[src/rtl/hit_scan_ctrl.sv]
// Per-frame bullet-vs-player hit scheduler: walks the bullet table once per frame,
// time-sharing one registered hit checker, and turns hits into kill and life-loss events.
module hit_scan_ctrl #(
    parameter int NUM_BULLETS   = 8,
    parameter int IDX_W         = 3,
    parameter int CHK_LAT       = 2,
    parameter int LIVES_INIT    = 3,
    parameter int INVULN_FRAMES = 60
) (
    input  logic             clk,
    input  logic             rst,
    input  logic             frame_start,
    input  logic [9:0]       my_x,
    input  logic [8:0]       my_y,
    output logic             rd_en,
    output logic [IDX_W-1:0] rd_idx,
    input  logic [9:0]       bul_x,
    input  logic [8:0]       bul_y,
    input  logic             bul_valid,
    output logic [9:0]       chk_ebi_x,
    output logic [8:0]       chk_ebi_y,
    output logic [9:0]       chk_mi_x,
    output logic [8:0]       chk_mi_y,
    input  logic             chk_hit,
    output logic             kill_req,
    output logic [IDX_W-1:0] kill_idx,
    output logic             player_hit,
    output logic [2:0]       lives,
    output logic             invuln,
    output logic             scan_busy,
    output logic             scan_done,
    output logic             game_over,
    output logic             overrun
);

    typedef enum logic [2:0] {
        IDLE,
        FETCH,
        LOAD,
        WAIT,
        SAMPLE,
        DONE
    } state_t;

    localparam int               WAIT_W   = (CHK_LAT > 1) ? $clog2(CHK_LAT) : 1;
    localparam int               INV_W    = $clog2(INVULN_FRAMES + 1);
    localparam logic [IDX_W-1:0] LAST_IDX = IDX_W'(NUM_BULLETS - 1);

    state_t             state;
    state_t             state_nxt;
    logic [IDX_W-1:0]   slot;
    logic [WAIT_W-1:0]  wait_cnt;
    logic [INV_W-1:0]   inv_cnt;
    logic               v_q;
    logic               start;
    logic               hit;
    logic               take_life;

    assign start     = (state == IDLE) && frame_start && !game_over;
    assign hit       = (state == SAMPLE) && v_q && chk_hit;
    assign take_life = hit && (inv_cnt == '0) && (lives != '0);
    assign rd_idx    = slot;
    assign invuln    = (inv_cnt != '0);

    // NOTE: sequential state uses non-blocking assignments so every register
    // samples pre-edge values, independent of statement order.
    always_ff @(posedge clk) begin
        if (rst) begin
            state <= IDLE;
        end else begin
            state <= state_nxt;
        end
    end

    // NOTE: every output of this block gets a default first, so no path can
    // leave a signal unassigned and infer a latch.
    always_comb begin
        state_nxt = state;
        rd_en     = 1'b0;
        scan_busy = 1'b1;
        scan_done = 1'b0;
        case (state)
            IDLE: begin
                scan_busy = 1'b0;
                if (start) state_nxt = FETCH;
            end
            FETCH: begin
                rd_en     = 1'b1;
                state_nxt = LOAD;
            end
            LOAD:   state_nxt = WAIT;
            WAIT:   if (wait_cnt == '0) state_nxt = SAMPLE;
            SAMPLE: state_nxt = (slot == LAST_IDX) ? DONE : FETCH;
            DONE: begin
                scan_done = 1'b1;
                state_nxt = IDLE;
            end
            default: state_nxt = IDLE;
        endcase
    end

    // NOTE: reset clears every register here, including the datapath copies;
    // this block holds flops only, no storage arrays.
    always_ff @(posedge clk) begin
        if (rst) begin
            slot       <= '0;
            kill_idx   <= '0;
            kill_req   <= 1'b0;
            player_hit <= 1'b0;
            chk_ebi_x  <= '0;
            chk_ebi_y  <= '0;
            chk_mi_x   <= '0;
            chk_mi_y   <= '0;
            v_q        <= 1'b0;
            wait_cnt   <= '0;
            inv_cnt    <= '0;
            lives      <= 3'(LIVES_INIT);
            game_over  <= 1'b0;
            overrun    <= 1'b0;
        end else begin
            kill_req   <= 1'b0;
            player_hit <= 1'b0;
            // A frame arriving mid-scan (DONE included) is dropped but remembered.
            if (frame_start && state != IDLE) overrun <= 1'b1;
            case (state)
                IDLE: begin
                    if (start) begin
                        chk_mi_x <= my_x;
                        chk_mi_y <= my_y;
                        slot     <= '0;
                        if (inv_cnt != '0) inv_cnt <= inv_cnt - INV_W'(1);
                    end
                end
                LOAD: begin
                    chk_ebi_x <= bul_x;
                    chk_ebi_y <= bul_y;
                    v_q       <= bul_valid;
                    wait_cnt  <= WAIT_W'(CHK_LAT - 1);
                end
                WAIT: begin
                    if (wait_cnt != '0) wait_cnt <= wait_cnt - WAIT_W'(1);
                end
                SAMPLE: begin
                    if (hit) begin
                        kill_req <= 1'b1;
                        kill_idx <= slot;
                    end
                    // Only the first unprotected hit costs a life; the reload shields the rest.
                    if (take_life) begin
                        player_hit <= 1'b1;
                        lives      <= lives - 3'd1;
                        inv_cnt    <= INV_W'(INVULN_FRAMES);
                        if (lives == 3'd1) game_over <= 1'b1;
                    end
                    if (slot != LAST_IDX) slot <= slot + IDX_W'(1);
                end
                default: ;
            endcase
        end
    end

endmodule

[config.mk]
export PLATFORM = sky130hd
export DESIGN_NAME = hit_scan_ctrl
export DESIGN_NICKNAME = d
export VERILOG_FILES = /design/src/rtl/hit_scan_ctrl.sv
export SDC_FILE = /design/constraint.sdc
export NUM_CORES = 1
export LEC_CHECK = 0
export CAP_MARGIN = 20
export CORE_ASPECT_RATIO = 0.7
export CORE_MARGIN = 3
export CORE_UTILIZATION = 43
export DETAILED_ROUTE_END_ITERATION = 16
export PLACE_DENSITY = 0.79
export RECOVER_POWER = 100
export SLEW_MARGIN = 20
export SYNTH_ARGS = -nofsm -noshare
export SYNTH_HDL_FRONTEND = slang
export SYNTH_SLANG_ARGS = --single-unit
[constraint.sdc]
create_clock -name clk -period 2 [get_ports clk]
set_input_delay 0.6 -clock clk [delete_from_list [all_inputs] [get_ports clk]]
set_output_delay 0.6 -clock clk [all_outputs]
set_load 0.02 [all_outputs]
==> reports/metrics.yaml <==
status: "finished, final reports clean"
num_vias: 2454
cts_root_buf: "clkbuf_8"
leakage_nw: 1.54
slew_violations: 0
overflow: 0
fmax_ghz: 0.515
layout_commonest_cell: "nand2_1"
grt_pass1_vias: 2326
initial_utilization_pct: 45.6
stdcell_count: 489
num-fill-cells: 423
insertion_delay_ns: 0.34
critPathBufInv: 1
synth_nets: 342
r2r_slack_ns: 0.08
htree_levels: 3
relSlewSlack_pct: 52.7
synthToLayoutAreaGrowth_pct: 59.6
drive_gt1_share_pct: 16.3
grt_max_degree: 32
drt_pass1_iterations: 4
postCtsHoldBufs: 0
cp.required_ns: 1.40
die-area_um2: 6680
cts_sinks: 62
finalSetupViolations: 0
synth.distinct_cells: 38
place.gp.congestion: 0.805
hold_violations: 0
coreArea_um2: 5400
arrival_ns: 1.34
ys_seq_area_share_pct: 50.4
post-route-drc-count: 0
clock_skew_ns: 0.00962
startpoint_type: "register"
yosys_warnings: 0
routed_wl_um: 6680
cpMaxStageDelayCell: "dlygate4sd3_1"
clk_path_buf_depth: 2
crit_path_max_fanout: 2
die_y_um: 69.3
io_buffers: 97
nets: 462
grt.total_usage_pct: 20.7
syn-cell-area_um2: 2460
ys.flop_type: "dfxtp_1"
cts_tree: "yes"
fin_crit_sh_pct: 97.1
fp.dieW_um: 96.4
syn_avg_cell_area_um2: 8.43
worst_setup_path_end_kind: "output port"
finalCriticalPeriod_ns: 1.94
layout_common_cells: "nand2_1 (83), clkdlybuf4s50_1 (78), dfxtp_1 (59)"
grt_pass1_wl_um: 10900
insertedDiodeCount: 0
whs_ns: 0.450
ys_async_sr_fraction_pct: 0
utilization_pct: 72.8
synth_area_leaders: "dfxtp_1 (50%), nand2_1 (13%), a21oi_1 (8.9%)"
vdd_ir_drop_max_mv: 0.673
antenna_found_initial: 0
drt-vias-per-instance: 5.02
maxCapViolations: 0
critPathMaxStageDelay_ns: 0.68
clkTransAtPathRegs_ns: 0.07
wire_per_inst_um: 13.7
numCtsBuffers: 9
dp_hpwl_um: 4720
rows: 22
synth_seq_cells: 62
path_class: "reg -> out"
synth_top_area_share_pct: 50.4
drt_iter0_markers: 92
yosysTopAreaCell: "dfxtp_1"
worstPathCellList: "dlygate4sd3_1"
ios: 98
powerDensity_nw_per_um2: 1060
worstHoldPathType: "reg -> reg"
syn_inst: 292
tightestPinTransition_ns: 0.710
post-place-cells: 472
critPathTopFamily: "buffers and inverters"
synth-edff-count: 0
ant_nets: 0
## final cells by class
cell class                      count  area, um2  area share (%)
Clock buffer                       11        151            3.85
Clock inverter                      5       81.3            2.07
Inverter                            8       30.0           0.764
Multi-Input combinational cell    203       1160            29.4
Sequential cell                    62       1240            31.7
Tap cell                           72       90.1            2.29
Timing Repair Buffer              128       1170            29.9
## synth_stat cells (4+ instances only)
library cell,n
a21oi_1,44
a311oi_1,5
clkbuf_1,16
dfxtp_1,62
ha_1,7
inv_1,6
mux2i_1,4
nand2_1,83
nand2b_1,4
nor2_1,16
nor2b_1,4
nor3b_1,4
## where the power goes
group	internal [W]	switching, W	leakage (nW)
clock	0.000769	0.000483	0.116
sequential	0.00136	0.0000701	0.505
combinational	0.000728	0.000748	0.924
## layer usage
layer / vias to the layer above / share of wire [%] / track usage [%] / routed length, um
li1: 1235 / - / - / -
met1: 1131 / 43 / 26.1 / 2900
met2: 81 / 47 / 31.0 / 3150
met3: 7 / 8.6 / 8.89 / 577
met4: 0 / 0.88 / 7.78 / 59
met5: - / 0 / 0 / 0
## stage by stage
| step | TNS (ns) | total power, W | worst slack, ns | cell area (um2) |
|---|---|---|---|---|
| finish | 0 | 0.00416 | 0.0578 | 3930 |
| CTS | 0 | 0.00416 | 0.00114 | 3910 |
| global route | -0.123 | 0.00437 | -0.0317 | 3930 |
| global placement | -0.198 | 0.00286 | -0.0677 | 3670 |
| detailed placement | -0.285 | 0.00290 | -0.0895 | 3670 |
| floorplan | 0 | 0.00215 | 0.0395 | 2460 |
## cells by family after synthesis
family,after synthesis,synth area share (%)
AO/OA/AOI/OAI,65,16.1
flip-flops,62,50.4
XOR/XNOR,1,0.356
buffers and inverters,27,4.52
AND/OR/NAND/NOR,126,23.4
multiplexers,4,1.63
adder cells (fa/ha/maj),7,3.56
## registers in the layout, indices dropped and copies added (netlist names)
register	cells
wait_cnt	1
overrun	1
lives	3
kill_idx	3
chk_ebi_y	9
kill_req	1
game_over	1
rd_idx	3
chk_mi_x	10
chk_mi_y	9
inv_cnt	6
v_q	1
state	3
chk_ebi_x	10
player_hit	1
## worst paths after layout
path | cells after the start | endpoint | start
hold / removal | 2 | chk_ebi_y[8] | chk_ebi_y[8]
setup reg to reg | 4 | lives[1] | state[2]
setup / recovery | 1 | chk_ebi_x[2] | chk_ebi_x[2]
hold reg to reg | 2 | chk_ebi_y[8] | chk_ebi_y[8]
## what timing repair did
item / CTS / global route
resized for setup: 12 / 18
cloned: 0 / 0
pin swaps: 0 / 5
endpoints found under the setup margin: 5 / 10
buffers inserted: 0 / 1
Note: power is estimated with default switching activity, not from simulation.
